### src/rtl/board_pkg.sv
// Board-wide timing constants and small elaboration-time helpers shared by the
// button-handling blocks.
package board_pkg;

    localparam int unsigned CLK_HZ    = 27_000_000;
    localparam int unsigned MS_CYCLES = CLK_HZ / 1000;

    function automatic int unsigned cycles_per_ms(input int unsigned clk_hz);
        return clk_hz / 1000;
    endfunction

    function automatic int unsigned max3(input int unsigned a,
                                         input int unsigned b,
                                         input int unsigned c);
        int unsigned m;
        m = (a > b) ? a : b;
        return (m > c) ? m : c;
    endfunction

endpackage

### src/rtl/ms_timer.sv
// Millisecond timer: a cycle prescaler feeding a saturating ms counter, both
// restarted by clr.
module ms_timer #(
    parameter int unsigned CLK_HZ = board_pkg::CLK_HZ,
    parameter int unsigned W      = 10
) (
    input  logic         clk,
    input  logic         rst,
    input  logic         clr,
    output logic [W-1:0] ms_cnt
);
    import board_pkg::*;

    localparam int unsigned   MS         = cycles_per_ms(CLK_HZ);
    localparam int unsigned   PW         = (MS > 1) ? $clog2(MS) : 1;
    localparam logic [PW-1:0] PRESC_LAST = PW'(MS - 1);
    localparam logic [W-1:0]  MS_MAX     = '1;

    logic [PW-1:0] presc;
    logic [PW-1:0] presc_base;
    logic [W-1:0]  ms_base;

    // The clr cycle itself counts as the first elapsed cycle, so a threshold of
    // N ms is seen exactly N ms after the cycle that requested the restart.
    always_comb begin
        presc_base = clr ? '0 : presc;
        ms_base    = clr ? '0 : ms_cnt;
    end

    // NOTE: registers use non-blocking (<=) so every flop samples pre-edge values;
    // blocking here would make results depend on statement order.
    always_ff @(posedge clk) begin
        if (rst) begin
            presc  <= '0;
            ms_cnt <= '0;
        end else if (presc_base == PRESC_LAST) begin
            presc  <= '0;
            ms_cnt <= (ms_base == MS_MAX) ? ms_base : ms_base + 1'b1;
        end else begin
            presc  <= presc_base + 1'b1;
            ms_cnt <= ms_base;
        end
    end

endmodule

### src/rtl/btn_gesture.sv
// Turns a debounced button level into short / long / repeat / double-click
// single-cycle events, plus a registered "held" indication.
module btn_gesture #(
    parameter int unsigned CLK_HZ    = board_pkg::CLK_HZ,
    parameter int unsigned LONG_MS   = 600,
    parameter int unsigned DCLICK_MS = 250,
    parameter int unsigned REPEAT_MS = 100
) (
    input  logic clk,
    input  logic rst,
    input  logic level,
    output logic held,
    output logic short_tick,
    output logic long_tick,
    output logic repeat_tick,
    output logic double_tick
);
    import board_pkg::*;

    localparam int unsigned  W        = $clog2(max3(LONG_MS, DCLICK_MS, REPEAT_MS) + 1);
    localparam logic [W-1:0] LONG_T   = W'(LONG_MS);
    localparam logic [W-1:0] DCLICK_T = W'(DCLICK_MS);
    localparam logic [W-1:0] REPEAT_T = W'(REPEAT_MS);

    typedef enum logic [2:0] {
        ARM       = 3'd0,
        IDLE      = 3'd1,
        PRESS1    = 3'd2,
        GAP       = 3'd3,
        PRESS2    = 3'd4,
        LONG_HOLD = 3'd5
    } state_t;

    state_t       state;
    state_t       next_state;
    logic         nxt_short;
    logic         nxt_long;
    logic         nxt_repeat;
    logic         nxt_double;
    logic         clr;
    logic [W-1:0] ms_cnt;

    ms_timer #(
        .CLK_HZ (CLK_HZ),
        .W      (W)
    ) u_timer (
        .clk    (clk),
        .rst    (rst),
        .clr    (clr),
        .ms_cnt (ms_cnt)
    );

    // NOTE: every output of this block is given a default first so no path can
    // leave one unassigned and infer a latch.
    always_comb begin
        next_state = state;
        nxt_short  = 1'b0;
        nxt_long   = 1'b0;
        nxt_repeat = 1'b0;
        nxt_double = 1'b0;
        // Level changes are tested before thresholds so they win a tie.
        case (state)
            ARM: begin
                if (!level) next_state = IDLE;
            end
            IDLE: begin
                if (level) next_state = PRESS1;
            end
            PRESS1: begin
                if (!level) begin
                    next_state = GAP;
                end else if (ms_cnt == LONG_T) begin
                    next_state = LONG_HOLD;
                    nxt_long   = 1'b1;
                end
            end
            GAP: begin
                if (level) begin
                    next_state = PRESS2;
                end else if (ms_cnt == DCLICK_T) begin
                    next_state = IDLE;
                    nxt_short  = 1'b1;
                end
            end
            PRESS2: begin
                if (!level) begin
                    next_state = IDLE;
                    nxt_double = 1'b1;
                end else if (ms_cnt == LONG_T) begin
                    next_state = LONG_HOLD;
                    nxt_long   = 1'b1;
                end
            end
            LONG_HOLD: begin
                if (!level) begin
                    next_state = IDLE;
                end else if (ms_cnt == REPEAT_T) begin
                    nxt_repeat = 1'b1;
                end
            end
            default: begin
                next_state = ARM;
            end
        endcase
    end

    assign clr = (next_state != state) || nxt_repeat;

    always_ff @(posedge clk) begin
        if (rst) begin
            state       <= ARM;
            held        <= 1'b0;
            short_tick  <= 1'b0;
            long_tick   <= 1'b0;
            repeat_tick <= 1'b0;
            double_tick <= 1'b0;
        end else begin
            state       <= next_state;
            held        <= (next_state == PRESS1) || (next_state == PRESS2) ||
                           (next_state == LONG_HOLD);
            short_tick  <= nxt_short;
            long_tick   <= nxt_long;
            repeat_tick <= nxt_repeat;
            double_tick <= nxt_double;
        end
    end

endmodule

### config.mk
export PLATFORM = sky130hd
export DESIGN_NAME = btn_gesture
export DESIGN_NICKNAME = d
export VERILOG_FILES = /design/src/rtl/board_pkg.sv /design/src/rtl/ms_timer.sv /design/src/rtl/btn_gesture.sv
export SDC_FILE = /design/constraint.sdc
export NUM_CORES = 1
export LEC_CHECK = 0
export ABC_AREA = 1
export BUFFER_PORTS_ARGS = -buffer_cell sky130_fd_sc_hd__buf_2
export CAP_MARGIN = 20
export CORE_AREA = 5 5 70 72
export DETAILED_ROUTE_END_ITERATION = 6
export DIE_AREA = 0 0 75 77
export PLACE_DENSITY = 0.75
export SLEW_MARGIN = 20
export SYNTH_ARGS = -nofsm -noshare
export SYNTH_HDL_FRONTEND = slang
export SYNTH_SLANG_ARGS = --single-unit
export TNS_END_PERCENT = 10
### constraint.sdc
create_clock -name clk -period 2.8 [get_ports clk]
set_clock_uncertainty 0.15 [all_clocks]
set_input_delay 0.56 -clock clk [delete_from_list [all_inputs] [get_ports clk]]
set_output_delay 0.56 -clock clk [all_outputs]
set_load 0.005 [all_outputs]
==> metrics.md, run 1 <==
| Metric | Value |
|---|---|
| Placed Instances | about 370 |
| Total number of vias | about 2000 |
| Site Rows | 24 |
| Die Y-Extent | 77 um |
| Cell Area, Synth | between 2000 and 2500 um^2 |
| GP Congestion | approximately 0.96 |
| Syn Inst Count | 302 |
| Slew headroom | 0.789 |
| Post-route ant nets | 0 |
| Nets@finish | 336 |
| Pin count of the biggest net entering global routing | 16 |
| Syn Area/Cell | about 6.8 um^2 |
| Worst Setup Path Type | reg -> reg |
| Synth Area in Compound Gates | 0.0926 |
| Top FF cell, synth | dfxtp_1 |
| XOR/XNOR Fraction of Synth Area | 0.00429 |
| Slowest stage delay, CP | roughly 0.32 ns |
| Initial antenna violation count | 0 |
| CTS H-tree depth | 2 |
| Adder-cell share of the synthesized area | 0.0123 |
| TritonCTS buffer count | 5 |
| Die width | 75 um |
| Worst-Skew Late Latency | 0.29 ns |
| Ranking of synthesized cells by area | dfxtp_1, nand2_1, nor2_1 |
| Top cells by instance count after synthesis | nand2_1, nor2_1, inv_1 |
| Global-route usage over all layers | 0.165 |
| Worst Path Arrival | 2.70 ns |
| Yosys top cell by area | dfxtp_1 |
| Main combinational cell family by area after synthesis | simple AND/OR/NAND/NOR gates |
| Clock Root Buffer | clkbuf_8 |
| YS warnings | 0 |
| Filler cell count in the final layout | 400 |
| Pwr Density | 422 nW/um^2 |
| GR Overflow Total | 0 |
| Final setup fails | 0 |
| Total wire length | around 4700 um |
| DRT iter0 DRCs | slightly above 90 |
| Required time of the worst setup path | 2.81 ns |
| Diodes inserted | 0 |
| Netlist cell types | 33 |
| # DRC | 0 |
| Share of cells above drive strength 1 | 0.277 |
| Reg2Reg Depth | 17 |
| Startpoint types | flop |
| Hold Startpoint | u_timer.presc[12]$_SDFF_PP0_ |
| Post-synthesis mux area share | 0 |
| CTS sink count | 33 |
| Status | finished clean |
| CP max-delay cell | dfxtp_1 |
| Setup slack, reg-to-reg | 0.11 ns |
| Worst hold path cell count | 2 |
| Least-Margin Pin Slew | 0.314 ns |
| CTS tree | done |
| Hold buffers post-CTS | 0 |
| Port Buffer Count | 7 |
| Hold path endpoint | u_timer.presc[12]$_SDFF_PP0_ |
| Peak Freq | 0.371 GHz |
| Peak VDD IR | 189 uV |
| Critical Path Sink Type | flop |
| CTS clock-pin slew for the worst setup and hold paths | ~0.070 ns |
| CTS Buffer Depth | 2 |
| Routed WL per cell | between 10 and 15 um |
| Syn_nets | 307 |
| Pleak | 0.917 nW |
| Syn-to-layout area delta | 20.3% |
| First-pass GRT wire length | 7570 um |
| Number of synthesized flops with an enable pin | 0 |
| CP Max Fanout | 7 |
| Vias in the first global route | 1734 |
| R2r endpoint | u_timer.ms_cnt[6]$_SDFF_PP0_ |
| Tmin final | ~2.7 ns |
| Max-Cap Viols | 0 |
| DP HPWL | 3330 um |
| Yosys reg bits | 33 |
| Final Hold Viols | 0 |
| Finished Layout Cells | between 300 and 400 |
| Register area share after synthesis | 0.324 |
| HP Class | reg -> reg |
| Post-synth top area share | 0.324 |
| Fin Hold WS | roughly 0.36 ns |
| Asr flop ratio synth | 0 |
| Drt pass-1 iters | 4 |
| Most frequent cell after synthesis | nand2_1 |
| Vias/cell | 5.18 |
| RSZ-0062 raised after global routing | yes |
| Final period utilization | 0.962 |
| R2R Path Start | u_timer.ms_cnt[0]$_SDFF_PP0_ |
| Worst-path cell chain | inv_1 -> nand2_1 -> nor2_4 -> nand3_2 -> nand2_2 -> nand2_2 -> nand2_2 -> nand3_4 -> nor2_4 -> ha_4 -> nand4_1 -> nor3_2 -> nand3_4 -> nor2_4 -> nand2_1 -> xnor2_1 -> a21oi_1 |
| Simple-Gate Fraction of Synth Area | 0.460 |
| # IOs | 8 |
| Core ar. | ~4200 um^2 |
| Die ar. | roughly 5800 um^2 |
| Max-slew violation count | 0 |
| Initial core utilization | 0.482 |
-- placed cells by master, fill, tap and decap left out, types with 8 or more instances in the layout --
cell     instances
nand3_1         18
dfxtp_1         24
nand2_1         62
nor2_4           9
buf_4           19
nand4_1         13
inv_1           39
dfxtp_2          8
a21oi_1         14
nor2_1          41
-- area by class of cell --
type,instances,area [um^2],share of cell area
Sequential cell,33,674,0.275
Inverter,46,173,0.0703
Clock inverter,1,30.0,0.0122
Clock buffer,7,86.3,0.0352
Tap cell,52,65.1,0.0265
Timing Repair Buffer,27,198,0.0805
Multi-Input combinational cell,218,1230,0.501
-- logic make-up (layout without fill, tap and decap cells) --
logic type               after synthesis  count (layout)
buffers and inverters                 51              81
flip-flops                            33              33
adder cells (fa/ha/maj)                2               2
XOR/XNOR                               1               1
AND/OR/NAND/NOR                      184             184
AO/OA/AOI/OAI                         31              31
-- how the worst max path moves through the flow --
stage,slack (ns),depth (start not counted),start,endpoint
floorplan,0.02,19,level,u_timer.ms_cnt[5]$_SDFF_PP0_
global placement,0.02,18,level,u_timer.ms_cnt[5]$_SDFF_PP0_
detailed placement,-0.03,18,level,u_timer.ms_cnt[5]$_SDFF_PP0_
CTS,0.09,18,u_timer.ms_cnt[1]$_SDFF_PP0_,u_timer.ms_cnt[5]$_SDFF_PP0_
global route,-0.13,18,u_timer.ms_cnt[1]$_SDFF_PP0_,u_timer.ms_cnt[2]$_SDFF_PP0_
finish,0.11,17,u_timer.ms_cnt[0]$_SDFF_PP0_,u_timer.ms_cnt[6]$_SDFF_PP0_
-- state kept, by name, summed over array words and instances (netlist names) --
name            cells
u_timer.presc      15
u_timer.ms_cnt     10
state               3
double_tick         1
held                1
long_tick           1
repeat_tick         1
short_tick          1
-- critical path, delay by kind of cell, from the launching register on --
family / cells / cell delay, ns
xor gates and xnor gates: 1 / 0.14
AOI/OAI and AO/OA: 1 / 0.08
buffers and inverters: 1 / 0.10
adders and majority gates: 1 / 0.14
DFF: 1 / 0.32
and+or+nand+nor: 13 / 1.64
-- metrics by stage --
| stage | power, W | setup TNS, ns | cell area (um^2) | worst slack (ns) | util |
|---|---|---|---|---|---|
| floorplan | 0.000556 | 0 | 2060 | 0.0175 | - |
| global placement | 0.000569 | 0 | 2200 | 0.0241 | 0.519 |
| detailed placement | 0.000570 | -0.131 | 2200 | -0.0316 | 0.519 |
| CTS | 0.00103 | 0 | 2310 | 0.0938 | 0.547 |
| global route | 0.00108 | -0.696 | 2450 | -0.126 | 0.580 |
| finish | 0.00104 | 0 | 2450 | 0.106 | 0.580 |
-- layer usage --
metal,vias up,GRT usage,wire [um]
met4,0,0.0605,76
met5,-,0,0
li1,1029,-,-
met2,44,0.277,2480
met3,12,0.0418,171
met1,906,0.197,2010
-- report_power, final --
part / internal (W) / leakage [nW] / switching (W)
sequential: 0.000474 / 0.271 / 0.00000487
clock: 0.000290 / 0.0585 / 0.000174
combinational: 0.0000323 / 0.588 / 0.0000620
total: 0.000796 / 0.917 / 0.000241
-- what timing repair did --
action                     4_1_cts  5_1_grt
setup buffers                    0        9
resized for setup                0       26
setup endpoints to repair        0       17
Note: power is estimated with default switching activity, not from simulation.
==> run 2, diff against run 1 <==
--- a/config.mk
+++ b/config.mk
@@ -8,9 +8,9 @@
 export ABC_AREA = 1
 export BUFFER_PORTS_ARGS = -buffer_cell sky130_fd_sc_hd__buf_2
 export CAP_MARGIN = 20
-export CORE_AREA = 5 5 70 72
+export CORE_AREA = 2 2 67 69
 export DETAILED_ROUTE_END_ITERATION = 6
-export DIE_AREA = 0 0 75 77
+export DIE_AREA = 0 0 69 71
 export PLACE_DENSITY = 0.75
 export SLEW_MARGIN = 20
 export SYNTH_ARGS = -nofsm -noshare
==> run 2 against run 1 <==
Total power is 10% lower. Non-clock buffer count is 4 higher. Count of clock-buffer cells in the layout is 1 higher. Sequential share of layout area is 0.081 points higher. Maximum frequency is 1.9% lower. Cell count is 1.0% higher. Critical endpoint is now u_timer.ms_cnt[1]$_SDFF_PP0_. Highest routed layer unchanged.
==> metrics.md, run 2 (synthesis results as in run 1) <==
| Metric | Value |
|---|---|
| Status | finished clean |
| DP HPWL | 3490 um |
| HP Class | in -> reg |
| CTS tree | done |
| Least-Margin Pin Slew | 0.276 ns |
| Post-Place Setup Slack | -0.0427 ns |
| Clock Root Buffer | clkbuf_8 |
| Peak Freq | ~0.36 GHz |
| Initial antenna violation count | 0 |
| Largest registers | u_timer.presc: 15 flops, u_timer.ms_cnt: 10 flops, state: 3 flops |
| Diodes inserted | 0 |
| Core ar. | roughly 4200 um^2 |
| Peak VDD IR | 157 uV |
| CTS clock-pin slew for the worst setup and hold paths | 0.07 ns |
| Total number of vias | 2001 |
| Post-route setup TNS | 0 ns |
| CTS sink count | 33 |
| Global-route usage over all layers | 0.191 |
| Max-Cap Viols | 0 |
| Post-route cell area | 2440 um^2 |
| CP max-delay cell | dfxtp_2 |
| Die ar. | 4900 um^2 |
| Die width | 69 um |
| Share of cells above drive strength 1 | 0.253 |
| Routed WL per cell | 12.0 um |
| R2R Path Start | u_timer.ms_cnt[2]$_SDFF_PP0_ |
| # IOs | 8 |
| Site Rows | 24 |
| Vias in the first global route | 1820 |
| Nets@finish | 340 |
| Filler cell count in the final layout | about 400 |
| RSZ-0062 raised after global routing | yes |
| Pleak | just over 0.9 nW |
| R2r endpoint | u_timer.ms_cnt[1]$_SDFF_PP0_ |
| Syn-to-layout area delta | 19.5% |
| GR Overflow Total | 0 |
| Required time of the worst setup path | 2.86 ns |
| Most common cell after layout, fill and taps aside | nand2_1 |
| Final period utilization | 0.981 |
| Critical Path Sink Type | flop |
| Hold buffers post-CTS | 0 |
| Tmin final | 2.75 ns |
| Startpoint types | flop |
| Largest Register | u_timer.presc |
| Final Hold Viols | 0 |
| Slew headroom | 0.816 |
| Hold path endpoint | double_tick$_SDFF_PP0_ |
| Total wire length | 4650 um |
| Worst Setup Path Type | reg -> reg |
| Slowest stage delay, CP | 0.34 ns |
| Port Buffer Count | 7 |
| Setup slack, reg-to-reg | 0.05 ns |
| Reg2Reg Depth | 16 |
| Die Y-Extent | 71 um |
| # DRC | 0 |
| Post-DP Area | 2240 um^2 |
| Vias/cell | between 5 and 6 |
| Pin count of the biggest net entering global routing | 15 |
| Post-route ant nets | 0 |
| Initial core utilization | 0.485 |
| TritonCTS buffer count | 5 |
| Final WS setup | roughly 0.053 ns |
| CP Max Fanout | 7 |
| Pwr Density | 381 nW/um^2 |
| Hold Startpoint | level |
| Drt pass-1 iters | 4 |
| Worst-path cell chain | inv_1 -> nand2_1 -> nor2_1 -> nand4_1 -> nand2_1 -> nand4_1 -> nand3_4 -> buf_12 -> nor2_1 -> ha_1 -> nand4_1 -> inv_1 -> a21oi_4 -> buf_6 -> nor2_1 -> a211oi_1 |
| Worst Path Arrival | 2.81 ns |
| Finished Layout Cells | between 300 and 400 |
| GP Congestion | 0.953 |
| Worst-Skew Late Latency | just under 0.3 ns |
| Max-slew violation count | 0 |
| Worst hold path cell count | 2 |
| Final setup fails | 0 |
| DRT iter0 DRCs | 112 |
| Max reg flops | 15 |
| Placed Instances | 373 |
| First-pass GRT wire length | 7610 um |
| Most frequent cells in the layout | nand2_1, nor2_1, inv_1 |
| CTS Buffer Depth | 2 |
| CTS H-tree depth | 2 |
## run 2: worst max-delay path, delay by kind of cell (launching register included)
kind / cells / cell delay, ns
flops: 1 / 0.34
buf+inv: 4 / 0.45
simple gates: 9 / 1.11
fa+ha+maj: 1 / 0.21
compound gates: 2 / 0.39
## run 2: repair_timing
action / 4_1_cts / 5_1_grt
endpoints found under the setup margin: 0 / 22
resized for setup: 0 / 18
setup buffers: 0 / 7
endpoints found under the hold margin: 0 / 0
## run 2: how the worst max path moves through the flow
stage | cells past startpoint | start | slack [ns] | to
floorplan | 19 | level | 0.02 | u_timer.ms_cnt[5]$_SDFF_PP0_
detailed placement | 18 | level | -0.04 | u_timer.ms_cnt[5]$_SDFF_PP0_
CTS | 16 | u_timer.ms_cnt[6]$_SDFF_PP0_ | 0.02 | u_timer.ms_cnt[5]$_SDFF_PP0_
global placement | 18 | level | 0.03 | u_timer.ms_cnt[5]$_SDFF_PP0_
finish | 16 | u_timer.ms_cnt[2]$_SDFF_PP0_ | 0.05 | u_timer.ms_cnt[1]$_SDFF_PP0_
global route | 17 | u_timer.ms_cnt[2]$_SDFF_PP0_ | -0.16 | u_timer.ms_cnt[5]$_SDFF_PP0_
## run 2: final cells by class
cell class	instances	area [um^2]	share of cell area
Inverter	46	173	0.0708
Clock buffer	8	80.1	0.0328
Multi-Input combinational cell	218	1220	0.499
Sequential cell	33	672	0.276
Timing Repair Buffer	31	231	0.0949
Tap cell	52	65.1	0.0267
## run 2: through the flow
step | utilization | hold WS, ns | total power (W)
4_1_cts | 0.553 | 0.345 | 0.000927
6_report | 0.580 | 0.350 | 0.000929
2_1_floorplan | - | 0.331 | 0.000556
5_1_grt | 0.580 | 0.365 | 0.000958
3_3_place_gp | 0.534 | 0.353 | 0.000577
3_5_place_dp | 0.534 | 0.359 | 0.000578
## run 2: power by group
group          switching [W]  internal [W]  leakage, nW  total (W)
clock network       0.000174      0.000177       0.0395   0.000350
registers         0.00000487      0.000474        0.270   0.000479
logic              0.0000636     0.0000367        0.611   0.000100
## run 2: metal layers
metal | GRT usage | vias up | wire, um
met5 | 0 | - | 0
met4 | 0.111 | 0 | 143
met3 | 0.0342 | 15 | 176
met2 | 0.342 | 50 | 2370
met1 | 0.213 | 897 | 1960
li1 | - | 1039 | -
